File: config.mk
export PLATFORM = sky130hd
export DESIGN_NAME = pulse_period_meter
export DESIGN_NICKNAME = d
export VERILOG_FILES = /design/src/rtl/pulse_period_meter.sv
export SDC_FILE = /design/constraint.sdc
export NUM_CORES = 1
export LEC_CHECK = 0
export BUFFER_PORTS_ARGS = -buffer_cell sky130_fd_sc_hd__buf_2
export CORE_AREA = 2 2 99 120
export DETAILED_ROUTE_END_ITERATION = 8
export DIE_AREA = 0 0 101 122
export SKIP_CTS_REPAIR_TIMING = 1
export SYNTH_ARGS = -nofsm -noshare
export SYNTH_HDL_FRONTEND = slang
export SYNTH_SLANG_ARGS = --single-unit
File: constraint.sdc
create_clock -name clk -period 4.5 [get_ports clk]
set_input_delay 0 -clock clk [delete_from_list [all_inputs] [get_ports clk]]
set_output_delay 0 -clock clk [all_outputs]
set_load 0.02 [all_outputs]
File: src/rtl/pulse_period_meter.sv
// pulse_period_meter
//   Measures the number of clk cycles between successive rising edges of an
//   asynchronous pulse/tick input. A period_valid strobe accompanies each
//   completed measurement. A sticky timeout flag is raised when no edge
//   arrives within TIMEOUT cycles.
// Ports
//   clk          : clock, all logic on posedge
//   rst_n        : asynchronous active-low reset
//   pulse_in     : asynchronous input being measured
//   clear        : synchronous clear of FSM, counter and outputs
//   period       : last measured interval, in clk cycles
//   period_valid : one-cycle strobe, period updated this cycle
//   locked       : high while the FSM is in LOCKED
//   timeout      : sticky loss-of-input flag
module pulse_period_meter #(
  parameter int CNT_WIDTH   = 32,
  parameter int SYNC_STAGES = 2,
  parameter int TIMEOUT     = 100_000_000
) (
  input  logic                 clk,
  input  logic                 rst_n,
  input  logic                 pulse_in,
  input  logic                 clear,
  output logic [CNT_WIDTH-1:0] period,
  output logic                 period_valid,
  output logic                 locked,
  output logic                 timeout
);

  localparam logic [CNT_WIDTH-1:0] TIMEOUT_C = CNT_WIDTH'(TIMEOUT);
  localparam logic [CNT_WIDTH-1:0] ONE_C     = CNT_WIDTH'(1);

  typedef enum logic [1:0] {IDLE, ARMED, LOCKED} state_t;

  state_t                 state_q, state_d;
  logic [SYNC_STAGES-1:0] sync_q;
  logic                   edge_reg;
  logic                   edge_det;
  logic [CNT_WIDTH-1:0]   cnt_q, cnt_d;
  logic [CNT_WIDTH-1:0]   period_d;
  logic                   valid_d, locked_d, timeout_d;

  // Synchronizer plus edge register. The chain and edge register are not
  // affected by clear, so a level held high across a clear does not
  // produce a second edge.
  always_ff @(posedge clk or negedge rst_n) begin
    if (!rst_n) begin
      sync_q   <= '0;
      edge_reg <= 1'b0;
    end else begin
      sync_q   <= {sync_q[SYNC_STAGES-2:0], pulse_in};
      edge_reg <= sync_q[SYNC_STAGES-1];
    end
  end

  assign edge_det = sync_q[SYNC_STAGES-1] & ~edge_reg;

  always_ff @(posedge clk or negedge rst_n) begin
    if (!rst_n) begin
      state_q      <= IDLE;
      cnt_q        <= '0;
      period       <= '0;
      period_valid <= 1'b0;
      locked       <= 1'b0;
      timeout      <= 1'b0;
    end else begin
      state_q      <= state_d;
      cnt_q        <= cnt_d;
      period       <= period_d;
      period_valid <= valid_d;
      locked       <= locked_d;
      timeout      <= timeout_d;
    end
  end

  // Priority: clear > edge > timeout check. An edge landing in the cycle
  // where cnt == TIMEOUT is a valid measurement, not a timeout.
  always_comb begin
    state_d   = state_q;
    cnt_d     = cnt_q;
    period_d  = period;
    valid_d   = 1'b0;
    timeout_d = timeout;
    if (clear) begin
      state_d   = IDLE;
      cnt_d     = '0;
      period_d  = '0;
      timeout_d = 1'b0;
    end else begin
      case (state_q)
        IDLE: begin
          cnt_d = '0;
          if (edge_det) begin
            state_d = ARMED;
            cnt_d   = ONE_C;
          end
        end
        ARMED, LOCKED: begin
          if (edge_det) begin
            state_d   = LOCKED;
            cnt_d     = ONE_C;
            period_d  = cnt_q;
            valid_d   = 1'b1;
            timeout_d = 1'b0;
          end else if (cnt_q == TIMEOUT_C) begin
            state_d   = IDLE;
            cnt_d     = '0;
            timeout_d = 1'b1;
          end else begin
            // cnt never passes TIMEOUT, so no wrap handling is needed
            cnt_d = cnt_q + ONE_C;
          end
        end
        default: begin
          state_d = IDLE;
          cnt_d   = '0;
        end
      endcase
    end
    locked_d = (state_d == LOCKED);
  end

endmodule
==> impl_summary.md <==
Worst hold path
The path type of the worst min-delay path is primary input to register. The start point of the worst hold path is pulse_in.

STA
The worst relative slew slack is 26.50%. Timing would allow up to 367.9 MHz. In the finished design, the share of the clock period the worst path needs comes to 60.40%. The setup total negative slack is 0 ps. Hold timing on the final database bottoms out at a slack of 306.4 ps.

In the post-route analysis, the smallest setup slack over all paths is 1782 ps. Setup repair after global routing left no endpoint under its margin. The number of pins with negative max-slew slack in the final report is 0.

The minimum period implied by the final worst setup slack is 2718 ps. The final hold violation count is 0. On the final layout, the worst clock skew is 4.540 ps. At the pin with the least slew margin, the transition time is 1103 ps. The count of final setup violators is 0.

Worst setup path
The peak fanout along the critical path is 31. The capturing element type of the critical path is a register. STA puts the critical path data required time at 4670 ps.

The launching instance or port of the critical path is cnt_q[0]. The category of the worst setup path launch point is a register. In this run the critical register-to-register path is launched from cnt_q[0]. STA puts the critical path data arrival time at 2890 ps. The critical path in this run is classified as register to register.

Yosys
In this run, synthesis inferred 0 flip-flops with an integrated enable. Counting every instance in the synthesized netlist gives 282. Sorting the synthesized cells by how often they occur yields dfrtp_1, a22o_1, nor2_1. Averaged over all synthesized cells, the footprint is 11.54 um^2.

In this run the biggest area consumer among cell types represents 55.38% of the synthesized area. The synthesized design contains 72 register bits. The most common flop cell mapped by yosys is dfrtp_1. The cell area after synthesis is 3253 um^2. dfrtp_1 is the most common cell in the netlist. After synthesis, flip-flops and latches occupy 55.38% of the total area.

The number of nets in the synthesized netlist is 290. After synthesis, the share of flip-flops with an asynchronous set or reset is 100.0%. The count of unique library cells instantiated by Yosys is 37. For this run, the number of Yosys warnings is 0.

The largest total area in the synthesized netlist belongs to dfrtp_1. After synthesis, the cell types taking the most area are dfrtp_1, a22o_1, xnor2_1.

Global routing
The via count of the first global-routing pass came to 2263. The met1 track utilization from global routing is 16.08%. The number of antenna violations at the first check in global routing is 0. The met3 track utilization from global routing is 3.614%.

The wire length of the first global-routing pass is 11.75 mm. Entering global routing, the biggest net connects 73 pins. Global routing finished with a remaining overflow of 0. The most used routing layer in global routing is met2.

Global routing consumed, on the met2 layer, 18.54% of the routing resources. For this run, the total global-route usage over all layers was measured as 12.34%.

Power
The leakage dissipation is 1.687 nW. The maximum vdd drop is 186.7 uV. The power per cell area is 349.7 nW/um^2. The completed layout was analyzed and its total power is 1.340 mW.

Route
The number of vias after detailed routing is 2226. The pre-antenna-repair detailed-routing pass consisted of 4 iterations. After detailed routing, the number of remaining DRC violations is 0. For this block, the initial DRC count from the detailed router was 120.

The number of vias per cell is 4.850. The count of nets left with antenna violations once routing finished came out at 0. The routed wire length is 6.957 mm.

Dividing the detail-routed wire length by the instance count gives 15.16 um.

Floorplanning
From bottom edge to top edge, the die measures 122 um. Once the floorplan was initialized, standard cells occupied 28.79% of the core. Measured along the x axis, the die boundary spans 101 um. The die covers 12320 um^2.

The count of pins on the block boundary is 39. The floorplan has 43 rows. The core footprint is 11300 um^2.

Placed design
After detailed placement, the total cell area comes to 3536 um^2. The congestion estimate from routability-driven global placement came to 0.8154. The HPWL after detailed placement is 4.635 mm. Input and output buffers added on the ports amount to 38. Timing analysis after detailed placement gives a worst setup slack of 1767 ps. The number of instances in the placed design is 440.

Final layout
The number of diodes added for antenna fixing is 0. The synthesis-to-layout area growth is 17.81%. The core utilization of the finished layout is 33.92%. In the final layout, the share of cells above drive strength 1 is 22.84%. In the final layout, the registers with the most flip-flops are cnt_q x32, period x32. Summing all non-filler instances in the final layout gives an area of 3832 um^2.

The layout net count is 327. The count of non-filler cells in the finished layout is 459.

Clock network
CTS saw 72 sinks. The later pin in the worst-skew pair is clocked with a latency of 330 ps. Counting along the longest clock path gives a buffer depth of 2. In this run, CTS created clock tree buffers numbering 9.

The TritonCTS clock tree is yes. In this run the clock root is driven by a clkbuf_16. The number of H-tree levels is 3.

The clock-pin slew reported for the worst setup and hold paths after clock tree synthesis is 50 ps.

Status
The run finished with clean final reports.

Job
Across the run, the number of max-cap violations was 0.
[logic make-up after synthesis]
logic type / synth area share, %
compound gates: 10.31
simple gates: 20.31
buf+inv: 4.384
xor+xnor: 8.077
flops: 55.38
fa+ha+maj: 1.539
[final cells by class]
class,instances,area (um^2)
clock buffer,12,246.5
inverter,10,37.54
tap,135,168.9
sequential,72,1802
multi-input combinational,182,1315
clock inverter,4,20.02
timing repair buffer,44,242.7
fill,1124,7466
[power by group]
part           internal, mW  switching, mW  total, mW  leakage (nW)
Combinational        0.0131         0.0377     0.0508         0.553
Sequential            0.652        0.00342      0.656         0.998
Clock                 0.384          0.250      0.634         0.136
[worst paths after layout]
check	endpoint	slack [ps]	depth (start not counted)
max	cnt_q[26]	1780	7
min	sync_q[0]	310	2
max reg2reg	cnt_q[26]	1780	7
min reg2reg	sync_q[1]	350	0
max in group asynchronous	period[14]	3510	3
min in group asynchronous	edge_reg	420	3
[worst max-delay path: stages (launching register included)]
cell and delay [ps]:
dfrtp_1 450, inv_1 90, ha_1 130, nor4b_1 220, nand4_1 180, nor4_4 430
or3_1 900, nor2_1 130
[per-layer routing]
metal | wire length (um) | part of all wire (%)
met1 | 3319 | 48
met5 | 0 | 0
met2 | 3197 | 46
met3 | 277 | 4.0
met4 | 163 | 2.3
[placed cells by master (no fill, tap or decap), types with 3 or more instances in the layout]
cell            n
nand3_1        13
clkbuf_16       9
xor2_1          7
dlygate4sd3_1   3
xnor2_1        23
nand4_1         6
or3_1           3
and4_1          4
nor2_2          4
buf_2          38
nor4_2          9
dfrtp_1        72
nor3_1          9
inv_1          10
ha_1            4
and3_1          4
nor4_1          4
buf_4           3
nand2_1        10
a22o_1         32
nor2_1         31
clkinv_2        4
Power figures use the tool's default switching activity.
